--- config.mk ---
export PLATFORM = sky130hd
export DESIGN_NAME = snn_output_spike_classifier
export DESIGN_NICKNAME = d
export VERILOG_FILES = /design/src/rtl/snn_output_spike_classifier.sv
export SDC_FILE = /design/constraint.sdc
export NUM_CORES = 1
export LEC_CHECK = 0
export ABC_CLOCK_PERIOD_IN_PS = 1800
export CAP_MARGIN = 20
export CORE_ASPECT_RATIO = 2
export CORE_MARGIN = 5
export CORE_UTILIZATION = 40
export DETAILED_ROUTE_END_ITERATION = 12
export GPL_TIMING_DRIVEN = 1
export PLACE_DENSITY_LB_ADDON = 0.1
export RECOVER_POWER = 25
export SLEW_MARGIN = 5
export SYNTH_ARGS = -nofsm -noshare
export SYNTH_HDL_FRONTEND = slang
export SYNTH_SLANG_ARGS = --single-unit
--- constraint.sdc ---
create_clock -name system_clock -period 1.8 [get_ports system_clock]
set_input_delay 0.45 -clock system_clock [delete_from_list [all_inputs] [get_ports system_clock]]
set_output_delay 0.45 -clock system_clock [all_outputs]
set_load 0.02 [all_outputs]
--- src/rtl/snn_output_spike_classifier.sv ---
// Purpose: counts output-neuron spikes over a window of SNN timesteps and registers a class decision.
// Latency: result_valid pulses in the second cycle after the final sample strobe (2 cycles after start if window_len==0).
// Backpressure: none; start is ignored while busy, abort cancels a running window without a result.
//
// Ports:
//   system_clock, reset  - rising-edge clock, asynchronous active-low reset
//   start, abort         - one-cycle window begin / cancel requests
//   sample_en            - one-cycle timestep strobe qualifying output_spikes
//   output_spikes[1:0]   - bit0 class-0 neuron, bit1 class-1 neuron
//   window_len           - strobes per window, latched at start
//   busy                 - window in progress (COUNT or DECIDE)
//   result_valid         - one-cycle pulse when winner/count0/count1 are final
//   winner               - 00 none, 01 class 0, 10 class 1, 11 tie
//   count0, count1       - saturating per-class spike counts, held after completion
module snn_output_spike_classifier #(
  parameter int CNT_BITS = 8,
  parameter int WIN_BITS = 8
) (
  input  logic                system_clock,
  input  logic                reset,
  input  logic                start,
  input  logic                abort,
  input  logic                sample_en,
  input  logic [1:0]          output_spikes,
  input  logic [WIN_BITS-1:0] window_len,
  output logic                busy,
  output logic                result_valid,
  output logic [1:0]          winner,
  output logic [CNT_BITS-1:0] count0,
  output logic [CNT_BITS-1:0] count1
);

  typedef enum logic [1:0] {
    S_IDLE   = 2'd0,
    S_COUNT  = 2'd1,
    S_DECIDE = 2'd2
  } state_t;

  localparam logic [CNT_BITS-1:0] CNT_MAX = '1;

  state_t              state_q;
  logic [WIN_BITS-1:0] remaining_q;
  logic                result_valid_q;
  logic [1:0]          winner_q;
  logic [CNT_BITS-1:0] count0_q;
  logic [CNT_BITS-1:0] count1_q;

  // Saturating increment: a full counter stays at all-ones instead of wrapping.
  function automatic logic [CNT_BITS-1:0] sat_inc(input logic [CNT_BITS-1:0] c,
                                                  input logic             hit);
    if (hit && (c != CNT_MAX)) begin
      return c + CNT_BITS'(1);
    end
    return c;
  endfunction

  function automatic logic [1:0] decide(input logic [CNT_BITS-1:0] c0,
                                        input logic [CNT_BITS-1:0] c1);
    if ((c0 == '0) && (c1 == '0)) begin
      return 2'b00;
    end else if (c0 > c1) begin
      return 2'b01;
    end else if (c1 > c0) begin
      return 2'b10;
    end
    return 2'b11;
  endfunction

  always_ff @(posedge system_clock or negedge reset) begin
    if (!reset) begin
      state_q        <= S_IDLE;
      remaining_q    <= '0;
      result_valid_q <= 1'b0;
      winner_q       <= 2'b00;
      count0_q       <= '0;
      count1_q       <= '0;
    end else begin
      result_valid_q <= 1'b0;
      case (state_q)
        S_IDLE: begin
          // start outranks abort here; a sample in the start cycle is not counted.
          if (start) begin
            count0_q    <= '0;
            count1_q    <= '0;
            remaining_q <= window_len;
            state_q     <= (window_len == '0) ? S_DECIDE : S_COUNT;
          end
        end
        S_COUNT: begin
          if (abort) begin
            state_q <= S_IDLE;
          end else if (sample_en) begin
            count0_q    <= sat_inc(count0_q, output_spikes[0]);
            count1_q    <= sat_inc(count1_q, output_spikes[1]);
            remaining_q <= remaining_q - WIN_BITS'(1);
            if (remaining_q == WIN_BITS'(1)) begin
              state_q <= S_DECIDE;
            end
          end
        end
        S_DECIDE: begin
          // Counts are final here, so the decision uses the registered values.
          if (abort) begin
            state_q <= S_IDLE;
          end else begin
            winner_q       <= decide(count0_q, count1_q);
            result_valid_q <= 1'b1;
            state_q        <= S_IDLE;
          end
        end
        default: state_q <= S_IDLE;
      endcase
    end
  end

  assign busy         = (state_q != S_IDLE);
  assign result_valid = result_valid_q;
  assign winner       = winner_q;
  assign count0       = count0_q;
  assign count1       = count1_q;

endmodule

==> results.tsv, run 1 <==
stage	metric	value	unit
timing	Slew @ Worst Pin	0.7730	ns
synth	yosys warns	0	
layout	Synth-to-Final Area Change	41.07	%
setup_path	Critical Path Sink Type	output port	
synth	post-synth cell types	45	
timing	total negative slack	0	ns
synth	Synth Instances	217	
setup_path	Worst Path Arrival	1.30	ns
layout	Final #Nets	311	
timing	Final Cycle Share	0.9707	
global_route	initial antenna violation count	0	
setup_path	Worst Path Required	1.35	ns
hold_path	Min-Delay Path Class	reg -> reg	
clocking	CTS H-tree depth	2	
timing	fin. max-slew vios	0	
setup_path	crit path kind	reg -> out	
layout	Final Non-Filler Cells	338	
die	Starting Density	0.4060	
global_route	first-pass GRT wire length	8.873	mm
route	Residual DRC	0	
synth	synthesized area per cell	8.522	um^2
timing	Rel. slew slack	0.4846	
setup_path	slowest CP cell	clkdlybuf4s50_1	
run_status	outcome	finished, final reports clean	
timing	Final Hold Viols	0	
synth	Yosys reg bits	29	
timing	hold_ws	0.5131	ns
route	Via density	5.598	
placement	DP Area	2472	um^2
synth	Synth area leader	dfrtp_1	
hold_path	hold_sp	remaining_q[7]	
placement	DPL Wire Length	4.231	mm
synth	post-synthesis compound-gate area fraction	0.2415	
setup_path	Buf/Inv on CP	1	
die	Core ar.	4554	um^2
route	via count	1892	
setup_path	critical path launch point type	flip-flop	
route	Routed WL	5.457	mm
synth	Post-Syn Area	1849	um^2
die	Die Y-Extent	106.2	um
clocking	Clock Tree Root	clkbuf_8	
layout	Final Core Density	0.5728	
route	ANT nets after route	0	
route	routed wire length per instance	16.14	um
clocking	Num Clock Sinks	29	
synth	Seq/Total Area, Yosys	0.3924	
synth	top-count cell post-synth	dfrtp_1	
timing	worst clock skew	0.007564	ns
clocking	CTS tree	built	
clocking	clock-pin transition on the worst setup and hold timing paths	0.07	ns
setup_path	CP delay by family, top	buffers and inverters	
timing	maximum clock rate	572.3	MHz
synth	Post-synth top flop	dfrtp_1	
synth	FFs w/ async S/R, synth	1.000	
synth	xor/xnor cell area share of the yosys netlist	0	
hold_path	Hold Crit Depth	1	
setup_path	FF-to-FF path depth	6	
clocking	Bufs on Longest Clock Path	2	
synth	Synth top cells by count	dfrtp_1 (29), nor2_1 (24), nand2_1 (20), o21ai_0 (19), inv_1 (17)	
die	FP Rows	35	
timing	Final min period	1.747	ns
setup_path	CP max FO	4	
die	Horiz. Die Dim	58.08	um
die	Die ar.	6166	um^2
job	Max Cap Viol	0	
pwr	Peak VDD IR	608.8	uV
global_route	vias in the first global route	1937	
pwr	Leak	1.189	nW
timing	Final setup viols	0	
layout	antenna cells	0	
global_route	GRT Total Usage	0.1899	
synth	Synth Area in Simple Gates	0.2185	
synth	largest family of logic cells by synthesized area	compound AO/OA/AOI/OAI gates	
route	DR pass1 iterations	5	
synth	share of the synthesized area in the top cell type	0.3924	
synth	mux cell area share after synthesis	0.005413	
layout	final instance area	2609	um^2
synth	synth top area cells	dfrtp_1 (39%), ha_1 (9.5%), o21ai_0 (5.1%), nor2_1 (4.9%), nand2_1 (4.1%)	
synth	Post-Synth Adder-Cell Area	0.09472	
setup_path	CP cell instances	clkdlybuf4s50_1	
route	DR iter-0 viols	35	
timing	unrepaired setup endpoints after global routing	false	
placement	Placer Congestion	0.8701	
synth	Syn Nets	246	
setup_path	Levels on crit path	1	
layout	layout cells sized above 1	0.1979	
placement	placed cell count	328	
pwr	Pwr Density	1122	nW/um^2
global_route	grt total ovfl	0	
die	io pins	35	
placement	port buffer count	34	
clocking	CTS Buf Count	5	
synth	number of flops mapped to enable cells by yosys	0	
setup_path	FF-to-FF Start	count0[1]	
clocking	latest clock arrival within the worst-skew pair	0.28	ns
setup_path	Slowest Stage Delay on Critical Path	0.61	ns
setup_path	crit path from	count0[1]	
global_route	largest net degree at the start of global routing	30	
==> state kept, by name, summed over array words and instances, names as in the netlist <==
signal,flops
winner,2
state_q,2
count0,8
remaining_q,8
count1,8
result_valid,1
==> report_power, final <==
part | switching, mW | leakage [nW] | internal [mW] | total [mW]
Combinational | 0.762 | 0.770 | 0.633 | 1.40
Sequential | 0.156 | 0.374 | 0.814 | 0.970
Clock | 0.250 | 0.0455 | 0.311 | 0.561
==> kinds of logic after synthesis <==
logic type,after synthesis
DFF,29
AOI/OAI and AO/OA,66
muxes,1
buffers and inverters,23
adders and majority gates,14
and+or+nand+nor,84
==> per-layer routing <==
| layer | share of wire | up-vias | track usage |
|---|---|---|---|
| li1 | - | 930 | - |
| met1 | 0.36 | 896 | 0.1849 |
| met2 | 0.56 | 50 | 0.3576 |
| met3 | 0.044 | 16 | 0.03159 |
| met4 | 0.037 | 0 | 0.1061 |
| met5 | 0 | - | 0 |
==> what timing repair did <==
item	in CTS	in global routing
setup endpoints to repair	17	11
hold endpoints to repair	0	0
hold buffers	0	0
setup buffers	0	2
resized for setup	20	10
cloned	0	0
pin swaps	0	2
==> final cells by class <==
type                       count  area [um^2]
timing repair buffer          64        560.5
multi-input combinational    165         1094
sequential                    29        732.0
inverter                      17        63.81
fill                         458         1946
clock buffer                   8        90.09
tap                           55        68.82
==> worst paths after layout <==
| check | end | slack (ns) |
|---|---|---|
| setup / recovery | count0[1] | 0.05 |
| max in group asynchronous | count0[1] | 0.50 |
| hold / removal | remaining_q[7] | 0.51 |
| min in group asynchronous | count1[4] | 0.77 |
| setup reg to reg | count0[4] | 0.07 |
| hold reg to reg | remaining_q[7] | 0.51 |
==> placed cells by master, fill, tap and decap left out, types with 2 or more instances in the layout <==
| cell | instances |
|---|---|
| o2bb2ai_1 | 3 |
| clkdlybuf4s50_1 | 15 |
| dfrtp_2 | 5 |
| a31oi_1 | 6 |
| nor3b_1 | 2 |
| o211ai_1 | 3 |
| nor2_1 | 24 |
| buf_4 | 28 |
| o22ai_1 | 2 |
| nor4_1 | 6 |
| nor2b_1 | 2 |
| ha_1 | 13 |
| dfrtp_1 | 24 |
| nand3_1 | 12 |
| nand2_1 | 19 |
| a22oi_1 | 2 |
| o21ai_0 | 19 |
| dlygate4sd2_1 | 16 |
| a21oi_1 | 11 |
| inv_1 | 17 |
| dlymetal6s2s_1 | 2 |
| nand4_1 | 3 |
| clkbuf_1 | 2 |
| clkbuf_8 | 6 |
| nor3_1 | 7 |
==> through the flow <==
step,setup slack (ns),total power [mW]
floorplan,0.02173,1.771
global placement,-0.2650,2.365
detailed placement,-0.3001,2.377
CTS,0.004348,2.921
global route,0.01308,3.131
finish,0.05273,2.926
No activity file was read; power rests on OpenSTA's default activity.
==> run 2: changes to the inputs <==
--- a/config.mk
+++ b/config.mk
@@ -10,6 +10,7 @@
 export CORE_ASPECT_RATIO = 2
 export CORE_MARGIN = 5
 export CORE_UTILIZATION = 40
+export CTS_BUF_LIST = sky130_fd_sc_hd__clkbuf_4
 export DETAILED_ROUTE_END_ITERATION = 12
 export GPL_TIMING_DRIVEN = 1
 export PLACE_DENSITY_LB_ADDON = 0.1
==> run 2 against run 1 <==
Cell count is 0.30% lower. Die area stayed put. Critical endpoint is now count0[4]. Utilization is 1.0 points lower. Non-clock buffer count is 1 lower. Largest power group unchanged. Highest routed layer unchanged. Register-to-register slack hardly changed. Clock power is 25% lower. Worst hold slack better by 0.0079 ns. Final area is 1.8% lower. Clock-buffer cell count is 1 lower. Wire length is 0.22% higher.
==> results.tsv, run 2 (synthesis gave the netlist of run 1 again) <==
stage	metric	value	unit
run_status	outcome	finished, final reports clean	
job	Max Cap Viol	0	
setup_path	worst reg-to-reg setup slack	0.06	ns
setup_path	RR Endpoint	count0[4]	
hold_path	hold_sp	remaining_q[7]	
pwr	Sw Ratio	0.4158	
hold_path	Hold Crit Depth	1	
die	FP Rows	35	
global_route	largest net degree at the start of global routing	30	
layout	layout cells sized above 1	0.1950	
layout	most frequent cells in the layout	buf_4 (27), nor2_1 (24), dfrtp_1 (23)	
die	io pins	35	
clocking	CTS Buf Count	5	
setup_path	Worst Path Arrival	2.04	ns
setup_path	CP max FO	4	
route	ANT nets after route	0	
placement	Placer Congestion	0.8701	
pwr	Pwr Density	1081	nW/um^2
layout	final-layout fill cell count	464	
route	DR iter-0 viols	27	
timing	worst clock skew	0.01148	ns
timing	Rel. slew slack	0.4928	
timing	Slew @ Worst Pin	0.7608	ns
pwr	Peak VDD IR	549.2	uV
clocking	CTS tree	built	
route	Routed WL	5.469	mm
layout	Final #Nets	310	
route	routed wire length per instance	16.23	um
layout	most common cell after layout, fill and taps aside	buf_4	
global_route	first-pass GRT wire length	8.838	mm
timing	Final Cycle Share	0.9829	
pwr	combinational power share	0.502	
timing	Final min period	1.769	ns
die	Die Y-Extent	106.2	um
timing	maximum clock rate	565.2	MHz
route	Residual DRC	0	
global_route	GRT Total Usage	0.1889	
setup_path	crit path from	sample_en	
clocking	CTS H-tree depth	2	
placement	DP Area	2472	um^2
global_route	vias in the first global route	1950	
timing	hold_ws	0.5210	ns
placement	port buffer count	34	
setup_path	Worst Path Required	2.07	ns
hold_path	Worst Hold End	remaining_q[7]	
pwr	Leak	1.194	nW
clocking	Bufs on Longest Clock Path	2	
hold_path	Min-Delay Path Class	reg -> reg	
setup_path	FF-to-FF path depth	6	
global_route	grt total ovfl	0	
pwr	sequential power share	0.347	
clocking	Num Clock Sinks	29	
setup_path	Critical Path Sink Type	flip-flop	
timing	total negative slack	0	ns
timing	Final setup viols	0	
pwr	Pint	1.618	mW
setup_path	critical path launch point type	input port	
pwr	sw power	1.152	mW
clocking	latest clock arrival within the worst-skew pair	0.34	ns
route	via count	1893	
die	Core ar.	4554	um^2
clocking	clock-pin transition on the worst setup and hold timing paths	0.09	ns
pwr	clock share of power	0.151	
timing	Final Hold Viols	0	
timing	fin. max-slew vios	0	
placement	DPL Wire Length	4.231	mm
die	Starting Density	0.4060	
die	Horiz. Die Dim	58.08	um
layout	Synth-to-Final Area Change	38.57	%
global_route	initial antenna violation count	0	
setup_path	FF-to-FF Start	count0[1]	
layout	final instance area	2562	um^2
die	Die ar.	6166	um^2
route	Via density	5.617	
setup_path	crit path kind	in -> reg	
route	DR pass1 iterations	4	
layout	antenna cells	0	
clocking	Clock Tree Root	clkbuf_4	
## run 2: power groups by stage
stage	logic, mW	registers, mW	clock network (mW)
2_1_floorplan	0.752	1.02	0
3_3_place_gp	1.40	0.969	0
3_5_place_dp	1.41	0.972	0
4_1_cts	1.38	0.960	0.425
5_1_grt	1.54	0.983	0.452
6_report	1.39	0.961	0.419
## run 2: worst max-delay path, cell delays in order
cell,delay (ns)
clkdlybuf4s50_1,0.54
inv_1,0.07
or4_4,0.53
or3_1,0.37
o21ai_2,0.07
## run 2: repair_timing
action / in CTS / in global routing
buffers inserted: 0 / 1
pin swaps: 0 / 1
hold buffers: 0 / 0
cloned: 0 / 0
endpoints found under the setup margin: 17 / 14
gates resized for setup: 21 / 11
## run 2: worst max path at each step
stage,end,cells past startpoint
floorplan,count0[4],6
global placement,count0[5],6
detailed placement,count0[5],6
CTS,winner[0],1
global route,count0[6],6
finish,count0[4],5
## run 2: layout make-up
type                    count  area [um^2]  share of cell area
clock buffers               7        52.55             0.02051
clock inverters             1        3.754            0.001465
inverters                  17        63.81             0.02490
multi-input cells         165         1086              0.4238
flip-flops and latches     29        733.2              0.2861
well taps                  55        68.82             0.02686
repair buffers             63        554.3              0.2163
## run 2: per-stage QoR
step	util	worst slack, ns	total power, mW	cells
finish	0.5626	0.03074	2.770	337
global route	0.5626	-0.004617	2.975	337
CTS	0.5516	0.007436	2.764	336
detailed placement	0.5429	-0.3001	2.377	328
global placement	0.5429	-0.2650	2.365	328
floorplan	-	0.02173	1.771	217
## run 2: metal layers
layer	vias to the layer above	share of wire	global-route usage	wire length (um)
met5	-	0	0	0
li1	926	-	-	-
met2	66	0.55	0.3479	3019
met1	880	0.35	0.1856	1926
met4	0	0.049	0.1211	267
met3	21	0.047	0.02916	256
